[config.mk]
export PLATFORM = sky130hd
export DESIGN_NAME = piece_generator
export DESIGN_NICKNAME = d
export VERILOG_FILES = /design/src/rtl/piece_generator.sv
export SDC_FILE = /design/constraint.sdc
export NUM_CORES = 1
export LEC_CHECK = 0
export BUFFER_PORTS_ARGS = -buffer_cell sky130_fd_sc_hd__buf_2
export CAP_MARGIN = 20
export CORE_MARGIN = 2
export CORE_UTILIZATION = 49
export DETAILED_ROUTE_END_ITERATION = 12
export PLACE_DENSITY_LB_ADDON = 0.25
export SLEW_MARGIN = 20
export SYNTH_ARGS = -nofsm -noshare
export SYNTH_HDL_FRONTEND = slang
export SYNTH_SLANG_ARGS = --single-unit
[constraint.sdc]
create_clock -name clk -period 4.2 [get_ports clk]
set_input_delay 0.84 -clock clk [delete_from_list [all_inputs] [get_ports clk]]
set_output_delay 0.84 -clock clk [all_outputs]
set_load 0.01 [all_outputs]
[src/rtl/piece_generator.sv]
// 7-bag tetromino source: LFSR-driven draws without repeats inside a bag, buffered in a
// head + preview FIFO, with the head presented as a 2x4 spawn mask.
module piece_generator #(
    parameter int                    PREVIEW_DEPTH = 3,
    parameter int                    LFSR_WIDTH    = 16,
    parameter logic [LFSR_WIDTH-1:0] LFSR_TAPS     = 16'hB400,
    parameter logic [LFSR_WIDTH-1:0] SEED          = 16'hACE1
) (
    input  logic                         clk,
    input  logic                         rst,
    input  logic                         seed_load,
    input  logic [LFSR_WIDTH-1:0]        seed_in,
    input  logic                         next_req,
    output logic                         piece_valid,
    output logic [2:0]                   piece_type,
    output logic [7:0]                   piece_mask,
    output logic [3*PREVIEW_DEPTH-1:0]   preview_type,
    output logic [2:0]                   queue_count
);

    localparam int         QD   = PREVIEW_DEPTH + 1;
    localparam logic [2:0] QD_C = 3'(QD);

    logic [LFSR_WIDTH-1:0] lfsr_r;
    logic [LFSR_WIDTH-1:0] lfsr_s;
    logic [6:0]            bag_r;
    logic [6:0]            bag_s;
    logic [2:0]            queue_r [QD];
    logic [2:0]            queue_s [QD];
    logic [2:0]            count_r;
    logic [2:0]            count_s;
    logic [7:0]            mask_r;
    logic [7:0]            mask_s;

    logic                  pop_s;
    logic                  draw_s;
    logic [2:0]            post_count_s;
    logic [2:0]            cand_s;
    logic [7:0]            avail_s;
    logic [2:0]            pick_s;
    logic [6:0]            pick_oh_s;
    logic [6:0]            bag_after_s;
    logic [LFSR_WIDTH-1:0] lfsr_step_s;

    // Spawn shape for a piece type: [7:4] top row, [3:0] second row, MSB leftmost.
    function automatic logic [7:0] mask_of(input logic [2:0] t);
        logic [7:0] m;
        case (t)
            3'd1:    m = 8'h63;
            3'd2:    m = 8'h36;
            3'd3:    m = 8'hF0;
            3'd4:    m = 8'h33;
            3'd5:    m = 8'h27;
            3'd6:    m = 8'h17;
            3'd7:    m = 8'h47;
            default: m = 8'h00;
        endcase
        return m;
    endfunction

    // Lowest piece type still present in the bag; bit i of the bag stands for type i+1.
    function automatic logic [2:0] lowest_avail(input logic [6:0] bag);
        logic [2:0] res;
        res = 3'd0;
        for (int i = 6; i >= 0; i--) begin
            if (bag[i]) begin
                res = 3'(i + 1);
            end else begin
                res = res;
            end
        end
        return res;
    endfunction

    // Draw selection, pop/shift of the queue and next-state of every register.
    always_comb begin
        lfsr_step_s  = (lfsr_r >> 1) ^ (lfsr_r[0] ? LFSR_TAPS : {LFSR_WIDTH{1'b0}});
        cand_s       = lfsr_r[2:0];
        avail_s      = {bag_r, 1'b0};
        pop_s        = next_req && (count_r != 3'd0);
        post_count_s = count_r - {2'b00, pop_s};
        draw_s       = (post_count_s < QD_C);

        // avail_s[0] is tied low so a zero candidate falls back to the lowest type
        if (avail_s[cand_s]) begin
            pick_s = cand_s;
        end else begin
            pick_s = lowest_avail(bag_r);
        end

        for (int j = 0; j < 7; j++) begin
            pick_oh_s[j] = (pick_s == 3'(j + 1));
        end
        bag_after_s = bag_r & ~pick_oh_s;

        for (int i = 0; i < QD - 1; i++) begin
            if (pop_s) begin
                queue_s[i] = queue_r[i + 1];
            end else begin
                queue_s[i] = queue_r[i];
            end
        end
        if (pop_s) begin
            queue_s[QD - 1] = 3'd0;
        end else begin
            queue_s[QD - 1] = queue_r[QD - 1];
        end
        for (int i = 0; i < QD; i++) begin
            queue_s[i] = (draw_s && (3'(i) == post_count_s)) ? pick_s : queue_s[i];
        end

        lfsr_s  = lfsr_step_s;
        count_s = post_count_s + {2'b00, draw_s};
        if (!draw_s) begin
            bag_s = bag_r;
        end else if (bag_after_s == 7'd0) begin
            bag_s = 7'b111_1111;
        end else begin
            bag_s = bag_after_s;
        end

        // A seed load flushes everything and suppresses this cycle's draw
        if (seed_load) begin
            lfsr_s  = (seed_in == {LFSR_WIDTH{1'b0}}) ? SEED : seed_in;
            bag_s   = 7'b111_1111;
            count_s = 3'd0;
            for (int i = 0; i < QD; i++) begin
                queue_s[i] = 3'd0;
            end
        end else begin
            lfsr_s = lfsr_s;
        end

        mask_s = mask_of(queue_s[0]);
    end

    // State registers with asynchronous reset.
    always_ff @(posedge clk or posedge rst) begin
        if (rst) begin
            lfsr_r  <= SEED;
            bag_r   <= 7'b111_1111;
            count_r <= 3'd0;
            mask_r  <= 8'h00;
            for (int i = 0; i < QD; i++) begin
                queue_r[i] <= 3'd0;
            end
        end else begin
            lfsr_r  <= lfsr_s;
            bag_r   <= bag_s;
            count_r <= count_s;
            mask_r  <= mask_s;
            for (int i = 0; i < QD; i++) begin
                queue_r[i] <= queue_s[i];
            end
        end
    end

    assign piece_valid = (count_r != 3'd0);
    assign piece_type  = queue_r[0];
    assign piece_mask  = mask_r;
    assign queue_count = count_r;

    for (genvar k = 0; k < PREVIEW_DEPTH; k++) begin : g_preview
        assign preview_type[3*k +: 3] = queue_r[k + 1];
    end

endmodule

==> impl_metrics.toml <==
[status]
status = "finished clean"

[place]
place_inst = 318
place_hpwl_mm = 3.59
routabilityCongestion = 0.873
numPortBuffers = 42
dp_slack_ps = 556

[power_and_ir_drop]
power_density_nw_per_um2 = 720
leakage_nw = 1.21
irDropWorstVdd_uv = 291

[timing]
setup_violations = 0
hold_violations = 0
fin_ws_ps = 530
max_freq_mhz = 272
rsz0062_at_grt = "false"
skew_ps = 6.68
min_period_over_period_pct = 87.4
period_needed_ps = 3670
setup_tns_ps = 0
slew_headroom_pct = 32.9
final_max_slew_viol_count = 0
worst_pin_slew_ps = 1010

[cells_and_area]
post-route-util_pct = 57.4
syn_to_final_growth_pct = 14.0
layout.nets = 295
antenna_cells = 0
fin_cells = 326
drive_above_1_share_pct = 30.9

[setup_path]
endpoint_kind = "flop"
cp_max_fo = 13
required_ps = 4440
arrival_ps = 3910
critical-path-max-stage-delay_ps = 850
critPathBufInv = 2
critPathTopFamily = "compound AO/OA/AOI/OAI gates"
timing.rr.start = "queue_count[0]$_DFF_PP0_"
crit_start = "queue_count[0]$_DFF_PP0_"
worstSetupStartpointType = "flop"
path_class = "reg2reg"
critical-path-slowest-cell = "o31ai_2"
r2r_slack_ps = 530
crit_chain = "o31ai_2 > inv_1 > ha_1 > ha_1 > xor2_1 > inv_1 > nand3_1 > nand2_1 > o21ai_1 > mux2_2 > nor2_1"

[synth]
synth_cells = 231
seq_area_frac_synth_pct = 48.7
synth-edff-count = 0
ys_ff_latch = 45
netlist_area_um2 = 2350
yosys_warnings = 0
ys_types = 49
syn_area_per_cell_um2 = 10.2
ys.flop_type = "dfrtp_1"
synth_nets = 255
async_flop_share_pct = 100

[floorplan]
rows = 25
die_area_um2 = 5360
io_pins = 44
core_area_um2 = 4660
fp.dieW_um = 73.2
fp.dieH_um = 73.2
floorplan.initialDensity_pct = 50.4

[global_routing]
grt_usage_pct = 20.1
grt_pass1_vias = 1778
grt_overflow = 0
grt_pass1_wl_mm = 8.38
antenna_found_initial = 0
grt_max_degree = 46

[min_path]
hp-class = "reg2reg"
hp-start = "lfsr_r[4]$_DFF_PP0_"

[detailed_routing]
drc_errors = 0
drt_iter0_drc = 176
post_drt_wl_per_cell_um = 15.2
wl_mm = 4.97
viasPerCell = 5.83
antenna_left = 0
vias = 1899
drt_pass1_iterations = 4

[clocking]
numCtsBuffers = 5
cts_hold_buf = 0
clockRootBuffer = "clkbuf_8"
clock-sinks = 45
cts.clk_slew.worst_paths_ps = 90
post_cts_resized = 0
clockBufferDepth = 2
clock_latency_ps = 300
h-tree-depth = 2
tritoncts = "built"
post_cts.repair.setup_buffers = 0

[flow_run]
max_cap_violations = 0
==> flip-flops by register name (all words and copies together), names as in the netlist <==
signal and flops:
preview_type 9, piece_mask 7, bag_r 7, queue_count 3, lfsr_r 16, piece_type 3
==> layout make-up <==
class	count	area [um^2]
Inverter	11	41.3
Fill cell	402	1980
Clock buffer	6	72.6
Tap cell	54	67.6
Sequential cell	45	1140
Multi-Input combinational cell	165	1120
Clock inverter	2	15.0
Timing Repair Buffer	43	218
==> per-stage QoR <==
| step | hold WS (ps) | instance area, um^2 | power (mW) |
|---|---|---|---|
| finish | 490 | 2680 | 1.93 |
| global placement | 461 | 2590 | 1.66 |
| global route | 513 | 2680 | 2.11 |
| floorplan | 450 | 2350 | 1.40 |
| CTS | 496 | 2680 | 1.94 |
| detailed placement | 468 | 2590 | 1.67 |
==> cells in the final DEF (no fill, tap or decap), types with 2 or more instances in the layout <==
cell / netlist / routed
nor2b_1: 3 / 3
dfstp_2: 15 / 15
nand2b_1: 6 / 6
buf_2: 0 / 42
o21a_1: 2 / 2
a211oi_1: 4 / 4
nor4_1: 5 / 5
nand3_1: 8 / 8
o31ai_1: 11 / 10
and2_1: 2 / 2
clkbuf_8: 0 / 5
a31oi_1: 4 / 4
mux2i_1: 3 / 3
inv_1: 10 / 9
a21oi_1: 8 / 8
o31a_1: 2 / 2
nor3_1: 4 / 4
o21ai_1: 3 / 3
o22a_1: 5 / 5
dfrtp_1: 30 / 30
nand2_1: 22 / 22
nor2_1: 20 / 20
a311oi_1: 6 / 6
o21ai_0: 7 / 7
xnor2_1: 4 / 4
mux2_2: 11 / 11
clkinvlp_4: 0 / 2
a31o_2: 2 / 2
ha_1: 4 / 4
==> worst reg2reg max path: cells and delay by family, from the launching register on <==
kind	cells	cell delay (ps)
AO/OA/AOI/OAI	2	1140
buffers and inverters	2	510
adder cells (fa/ha/maj)	2	460
flip-flops	1	420
AND/OR/NAND/NOR	3	390
multiplexers	1	390
XOR/XNOR	1	310
==> synth_stat cells, types with 5 or more instances <==
master / number / share of area, %
nand3_1: 8 / 1.7
o22a_1: 5 / 1.9
nor4_1: 5 / 1.3
mux2_2: 11 / 5.3
dfrtp_1: 30 / 32
o21ai_0: 7 / 1.5
a21oi_1: 8 / 1.7
inv_1: 10 / 1.6
o31ai_1: 11 / 3.5
nand2b_1: 6 / 1.6
a311oi_1: 6 / 2.2
nor2_1: 20 / 3.2
clkbuf_1: 8 / 1.3
dfstp_2: 15 / 17
nand2_1: 22 / 3.5
==> worst paths after layout <==
kind / endpoint / depth (start not counted)
max: piece_mask[2]$_DFF_PP0_ / 11
max in group asynchronous: lfsr_r[7]$_DFF_PP1_ / 3
min: lfsr_r[3]$_DFF_PP0_ / 1
min reg2reg: lfsr_r[3]$_DFF_PP0_ / 1
max reg2reg: piece_mask[2]$_DFF_PP0_ / 11
min in group asynchronous: piece_mask[4]$_DFF_PP0_ / 3
==> kinds of logic after synthesis <==
kind of cell / after synthesis / share of synthesized area, %
buffers and inverters: 21 / 3.84
flip-flops: 45 / 48.7
AO/OA/AOI/OAI: 63 / 19.6
other: 1 / 0.160
multiplexers: 15 / 7.51
AND/OR/NAND/NOR: 77 / 16.1
XOR/XNOR: 5 / 1.86
adder cells (fa/ha/maj): 4 / 2.13
==> routing by layer <==
metal	vias to the layer above	routed length (um)	share of wire, %	GRT usage, %
met5	-	0	0	0
met1	904	2300	46	28.6
li1	935	-	-	-
met2	53	2360	47	30.6
met3	7	253	5.1	4.14
met4	0	63	1.3	6.58
==> where the power goes <==
group | switching (mW) | internal [mW]
Combinational | 0.558 | 0.379
Clock | 0.146 | 0.117
Sequential | 0.129 | 0.596
(Power assumes the default switching activity.)
